**src/rtl/excess3_stream_decoder.sv**
```systemverilog
// Excess-3 stream decoder: accumulates MSD-first excess-3 digits into one binary result per frame.
// Latency: result registered on the end-of-frame accept edge; one bubble cycle per frame (DONE).
// Backpressure: in_ready drops while a result is pending; it is held until out_valid & out_ready.
//
// Ports:
//   CLOCK_50, RESET                 clock and synchronous active-high reset
//   in_valid/in_code/in_last/in_ready   digit input handshake (in_code = decimal digit + 3)
//   out_valid/out_ready             result handshake
//   out_value/out_count/out_error   decoded value, digits in frame, any-invalid-code flag
module excess3_stream_decoder #(
  parameter int DIGITS = 4,
  parameter int VW     = 14,
  parameter int CW     = 3
) (
  input  logic          CLOCK_50,
  input  logic          RESET,
  input  logic          in_valid,
  input  logic [3:0]    in_code,
  input  logic          in_last,
  output logic          in_ready,
  output logic          out_valid,
  input  logic          out_ready,
  output logic [VW-1:0] out_value,
  output logic [CW-1:0] out_count,
  output logic          out_error
);

  typedef enum logic {ACC = 1'b0, DONE = 1'b1} state_t;

  state_t        state;
  logic [VW-1:0] acc;
  logic [CW-1:0] cnt;
  logic          err;

  logic          accept;
  logic          code_ok;
  logic [3:0]    digit;
  logic [VW-1:0] acc_next;
  logic [CW-1:0] cnt_next;
  logic          err_next;
  logic          eof;

  // in_ready is a register that mirrors state == ACC, so accept has no
  // combinational dependence on anything but in_valid.
  assign accept   = in_valid & in_ready;
  assign code_ok  = (in_code >= 4'd3) && (in_code <= 4'd12);
  assign digit    = code_ok ? (in_code - 4'd3) : 4'd0;
  // acc*10 built as acc*8 + acc*2; truncation to VW bits cannot lose
  // information as long as 2^VW exceeds the largest DIGITS-digit value.
  assign acc_next = (acc << 3) + (acc << 1) + {{(VW-4){1'b0}}, digit};
  assign cnt_next = cnt + CW'(1);
  assign err_next = err | ~code_ok;
  // in_last on the digit that also fills the frame is one end of frame.
  assign eof      = in_last || (cnt_next == CW'(DIGITS));

  always_ff @(posedge CLOCK_50) begin
    if (RESET) begin
      state     <= ACC;
      in_ready  <= 1'b1;
      out_valid <= 1'b0;
      out_value <= '0;
      out_count <= '0;
      out_error <= 1'b0;
      acc       <= '0;
      cnt       <= '0;
      err       <= 1'b0;
    end else begin
      case (state)
        ACC: begin
          if (accept) begin
            acc <= acc_next;
            cnt <= cnt_next;
            err <= err_next;
            if (eof) begin
              out_value <= acc_next;
              out_count <= cnt_next;
              out_error <= err_next;
              out_valid <= 1'b1;
              in_ready  <= 1'b0;
              state     <= DONE;
            end
          end
        end
        DONE: begin
          if (out_ready) begin
            // Result registers keep their last contents; only out_valid drops.
            out_valid <= 1'b0;
            in_ready  <= 1'b1;
            acc       <= '0;
            cnt       <= '0;
            err       <= 1'b0;
            state     <= ACC;
          end
        end
        default: begin
          state     <= ACC;
          in_ready  <= 1'b1;
          out_valid <= 1'b0;
        end
      endcase
    end
  end

endmodule
```
**config.mk**
```make
export PLATFORM = sky130hd
export DESIGN_NAME = excess3_stream_decoder
export DESIGN_NICKNAME = d
export VERILOG_FILES = /design/src/rtl/excess3_stream_decoder.sv
export SDC_FILE = /design/constraint.sdc
export NUM_CORES = 1
export LEC_CHECK = 0
export ABC_AREA = 1
export CORE_ASPECT_RATIO = 0.9
export CORE_UTILIZATION = 56
export DETAILED_ROUTE_END_ITERATION = 8
export PLACE_DENSITY = 0.83
export SYNTH_ARGS = -nofsm -noshare
export SYNTH_HDL_FRONTEND = slang
export SYNTH_SLANG_ARGS = --single-unit
```
**constraint.sdc**
```tcl
create_clock -name CLOCK_50 -period 3.45 [get_ports CLOCK_50]
set_input_delay 0.69 -clock CLOCK_50 [delete_from_list [all_inputs] [get_ports CLOCK_50]]
set_output_delay 0.69 -clock CLOCK_50 [all_outputs]
set_load 0.02 [all_outputs]
```
# Word level (Yosys, flattened, before mapping)
# Cells that the tools add are included.
# classes
n_addsub,4
order_cmp,2
eq_ne,4
n_mux,21
bitwise,4
reduce_logical,5
# op_table
operator,n
2-to-1 mux 13 bit,2
case mux 13 bit (2 select lines),1
adder 14 bit,1
adder 14 x 4 -> 14 bit,1
2-to-1 mux 1 bit,10
case mux 1 bit (2 select lines),4
2-to-1 mux 3 bit,2
"!= test 2 bit, second input constant",3
case mux 3 bit (2 select lines),1
AND reduction 3 bit,2
"greater-or-equal comparator 4 x 2 -> 1 bit, second input constant",1
"<= comparator 4 bit, second input constant",1
2-to-1 mux 4 bit,1
"subtractor 4 x 2 -> 4 bit, second input constant",1
"adder 3 x 1 -> 3 bit, second input constant",1
"equality test 3 bit, second input constant",1
NOT 1 bit,2
AND reduction 2 bit,1
AND 1 bit,1
logical AND 1 bit,1
logical OR 1 bit,1
OR 1 bit,1
# totals
reg_bits,38
inputBits,9
output_inout_bits,20
word_cells,49

# Longest topological paths before layout
# depth
depth_word,6
mapped_depth,20
ltp_nobuf,20

# Least setup slack after synthesis
# OpenSTA, ideal clock, no wires.
# synth_path
path_kind,input to register
startpoint,input in_code[0]
endpoint,register out_value[8]
setup_time_ps,109
t_arrival_ps,2955
required_time_ps,3341
path_slack_ps,386
cell_stages,18
path_buffers,0
cell_sequence,inv_1 -> ha_1 -> nand3b_1 -> o31ai_2 -> a21oi_1 -> o21ai_0 -> fa_1 -> inv_1 -> fa_1 -> nand3_1 -> nand3_1 -> nand2_1 -> nand2_1 -> or2_1 -> nand2_1 -> nand2_1 -> nand2_1 -> inv_1
# synth_between
elab_chain_len,4
word_cells_on_any_way,6
classes_between,add/sub (2); order compare (2); mux (1); reduce/logical (1)
# synth_rtl
item,line,source
"start, declared",18,"input logic [3:0] in_code,"
greater-or-equal comparator 4 x 2 -> 1 bit / <= comparator 4 bit (equally long branches),46,assign code_ok = (in_code >= 4'd3) && (in_code <= 4'd12);
logical AND 1 bit,46,
2-to-1 mux 4 bit *,47,assign digit = code_ok ? (in_code - 4'd3) : 4'd0;
adder 14 x 4 -> 14 bit *,50,"assign acc_next = (acc << 3) + (acc << 1) + {{(VW-4){1'b0}}, digit};"
"end signal, assigned",75,out_value <= acc_next;
"end, declared",23,"output logic [VW-1:0] out_value,"
# Every way passes the cells marked *; elsewhere a longest branch is shown, timed or not.
# A chain may end at the register's enable or synchronous reset.

# Worst setup path after layout
# layout_path
startpoint,input in_code[2]
endpoint,register acc[5]
# layout_between
elab_chain_len,6
word_cells_on_any_way,8
classes_between,add/sub (2); order compare (2); mux (3); reduce/logical (1)
# layout_rtl
item,line,source
greater-or-equal comparator 4 x 2 -> 1 bit / <= comparator 4 bit (equally long branches),46,
logical AND 1 bit,46,
2-to-1 mux 4 bit *,47,
adder 14 x 4 -> 14 bit *,50,
2-to-1 mux 13 bit *,70,if (accept) begin
case mux 13 bit (2 select lines) *,68,case (state)
"end signal, assigned",71,acc <= acc_next;
"end, declared",31,logic [VW-1:0] acc;
# Every way passes the cells marked *; elsewhere a longest branch is shown, timed or not. The select of a mux whose other input is x is not followed.

==> flow_metrics.py <==
metrics = {
    "clocking": {
        "cts_setup_buffers": 0,
        "clock_latency_ns": 0.29,
        "clock_sinks": 38,
        "cts-root-buf": "clkbuf_8",
        "cts_buffer_depth": 2,
        "htree_num_levels": 2,
        "cts-hold-fix-buffers": 0,
        "postCtsResizedCells": 0,
        "clkTransAtPathRegs_ns": 0.07,
        "tritoncts": "yes",
        "cts_buffers": 5,
    },
    "placement": {
        "postPlaceCellArea_mm2": 0.00275,
        "detailed_place_hpwl_mm": 3.81,
        "place_ws_ns": -0.229,
        "port_buffers": 28,
        "gp_congestion": 0.857,
    },
    "power": {
        "p_leak_nw": 1.48,
        "power_density_mw_per_mm2": 404,
        "clkPwrFrac_pct": 32.0,
        "power.internal_w": 0.000811,
        "peakVddDrop_uv": 253,
        "combPwrFrac_pct": 25.4,
        "seq_power_share_pct": 42.6,
        "switching_power_w": 0.000349,
        "switching_share_pct": 30.1,
    },
    "floorplan": {
        "num_rows": 22,
        "start_util_pct": 58.1,
        "core_area_mm2": 0.00407,
        "die_h_um": 63.7,
        "io_pins": 29,
        "die_w_um": 70.6,
        "dieArea_mm2": 0.00449,
    },
    "detailed_routing": {
        "ant_nets": 0,
        "remaining_drc_errors": 2,
        "drtPass1Iterations": 6,
        "drt-total-wl_mm": 5.36,
        "drt_iter0_drc": 101,
        "viasPerCell": 5.19,
        "vias": 2190,
        "wl_per_cell_um": 12.7,
    },
    "yosys": {
        "ys_warn_count": 0,
        "synth-edff-count": 0,
        "synth_area_mm2": 0.00237,
        "async_flop_share_pct": 0,
        "synthFlopType": "dfxtp_1",
        "yosysSeqAreaShare_pct": 32.1,
        "synth_cell_types": 34,
        "netlist_instances": 334,
        "synth_seq_cells": 38,
        "synth_nets": 371,
        "avgSynthCellArea_um2": 7.09,
    },
    "layout": {
        "final_util_pct": 70.5,
        "final_nets": 410,
        "drive_gt1_share_pct": 9.36,
        "final_area_mm2": 0.00287,
        "syn2layout_area_growth_pct": 21.2,
        "fillers": 350,
        "num_antenna_cells": 0,
    },
    "hold_path": {
        "min_from": "out_valid$_SDFFE_PP0P_",
        "worstHoldPathType": "flip-flop to flip-flop",
    },
    "outcome": {
        "status": "finished with violations",
        "violations": "design-rule violations",
    },
    "timing": {
        "setup_ws_ns": 0.303,
        "rsz0062_at_grt": "no",
        "period_needed_ns": 3.15,
        "fmax_mhz": 318,
        "worst_slew_pin_slew_ns": 0.432,
        "slew_violations": 0,
        "finalCritPeriodShare_pct": 91.2,
        "timing.final.hold_violations": 0,
        "skew_ns": 0.00371,
        "setup_tns_ns": 0,
        "setup_violations": 0,
        "slew_headroom_pct": 71.1,
    },
    "critical_path": {
        "cp-start-kind": "input port",
        "crit_type": "input port to flip-flop",
        "r2r_setup_slack_ns": 1.17,
        "max_stage_delay_ns": 0.52,
        "critPathTopFamily": "adder cells",
        "r2r_start": "acc[0]$_SDFFE_PP0P_",
        "critPathRequiredTime_ns": 3.68,
        "crit_buf_inv": 4,
        "crit_fanout": 4,
        "cp_cell_sequence": "clkdlybuf4s50_1 -> nand3b_1 -> o31ai_2 -> a21oi_1 -> o21ai_1 -> fa_1 -> inv_2 -> buf_4 -> ha_1 -> nand3_1 -> nand3_2 -> buf_4 -> xor2_1 -> nand2_1 -> a21oi_1",
        "worstSetupStartpoint": "in_code[2]",
        "arrival_ns": 3.37,
        "critPathCaptureType": "flip-flop",
        "cpMaxStageDelayCell": "fa_1",
    },
    "global_routing": {
        "antenna_found_initial": 0,
        "track_usage_pct": 25.2,
        "grt_overflow_total": 0,
        "grt_max_degree": 30,
        "grt_pass1_wl_mm": 8.90,
        "grt_pass1_vias": 1984,
    },
    "run": {
        "drv_cap": 0,
    },
}
[metrics by stage]
stage	hold WS (ns)	power [W]	cells
after global routing	0.491	0.00121	422
after detailed placement	0.460	0.000792	414
after floorplan	0.443	0.000689	334
final	0.471	0.00116	422
after global placement	0.454	0.000782	414
after CTS	0.471	0.00116	422
[synth_stat cells (3+ instances only)]
| library cell | n | area [um^2] |
|---|---|---|
| buf_2 | 3 | 15.0 |
| ha_1 | 26 | 325 |
| xor2_1 | 6 | 52.6 |
| nor2_1 | 42 | 158 |
| nand4_1 | 3 | 18.8 |
| inv_1 | 41 | 154 |
| nand2_1 | 88 | 330 |
| nand3_1 | 17 | 85.1 |
| o21ai_0 | 13 | 65.1 |
| or2_1 | 3 | 18.8 |
| a21oi_1 | 26 | 130 |
| dfxtp_1 | 38 | 761 |
[power by group through the flow]
stage / clock [W] / combinational [W] / sequential, W
final: 0.000371 / 0.000294 / 0.000495
after global routing: 0.000387 / 0.000325 / 0.000498
after CTS: 0.000372 / 0.000292 / 0.000495
after detailed placement: 0 / 0.000288 / 0.000504
after global placement: 0 / 0.000280 / 0.000503
after floorplan: 0 / 0.000167 / 0.000522
[kinds of logic after synthesis]
| family | synth area share, % |
|---|---|
| simple gates | 29.5 |
| compound gates | 11.7 |
| fa+ha+maj | 15.4 |
| xor+xnor | 2.22 |
| flops | 32.1 |
| buf+inv | 9.09 |
[final timing paths]
| path | cells past startpoint | to |
|---|---|---|
| setup / recovery | 15 | acc[5]$_SDFFE_PP0P_ |
| hold / removal | 2 | out_valid$_SDFFE_PP0P_ |
| setup reg to reg | 11 | acc[5]$_SDFFE_PP0P_ |
| hold reg to reg | 2 | out_valid$_SDFFE_PP0P_ |
[final cells by class]
| type | instances | area, um^2 | share of cell area (%) |
|---|---|---|---|
| Clock inverter | 1 | 30.0 | 1.05 |
| Timing Repair Buffer | 40 | 375 | 13.1 |
| Multi-Input combinational cell | 245 | 1400 | 48.8 |
| Sequential cell | 38 | 761 | 26.5 |
| Inverter | 43 | 166 | 5.80 |
| Tap cell | 48 | 60.1 | 2.09 |
| Clock buffer | 7 | 76.3 | 2.66 |
[routing by layer]
metal | vias up | wire length (um) | track usage [%]
met5 | - | 0 | 0
met4 | 0 | 111 | 7.00
met3 | 11 | 212 | 4.80
met2 | 48 | 2600 | 45.4
met1 | 988 | 2430 | 30.5
li1 | 1143 | - | -
[registers in the layout, summed over array words and instances (netlist names)]
signal,cells
out_value,14
acc,13
cnt,3
out_count,3
err,1
in_ready,1
out_error,1
out_valid,1
state,1
[placed cells by master, fill, tap and decap left out, drive strengths merged, types with 12 or more instances in the layout]
cell type and n:
dfxtp 38, nand3 18, ha 26, a21oi 27
inv 43, nor2 44, clkdlybuf4s50 26, buf 12
o21ai 16, nand2 90
[worst register-to-register path, delay by kind of cell (launching register included)]
kind                     cells  cell delay (ns)
AND/OR/NAND/NOR              3             0.29
adder cells (fa/ha/maj)      2             0.84
AO/OA/AOI/OAI                1             0.12
XOR/XNOR                     1             0.23
buffers and inverters        4             0.39
flip-flops                   1             0.35
Power figures use the tool's default switching activity.
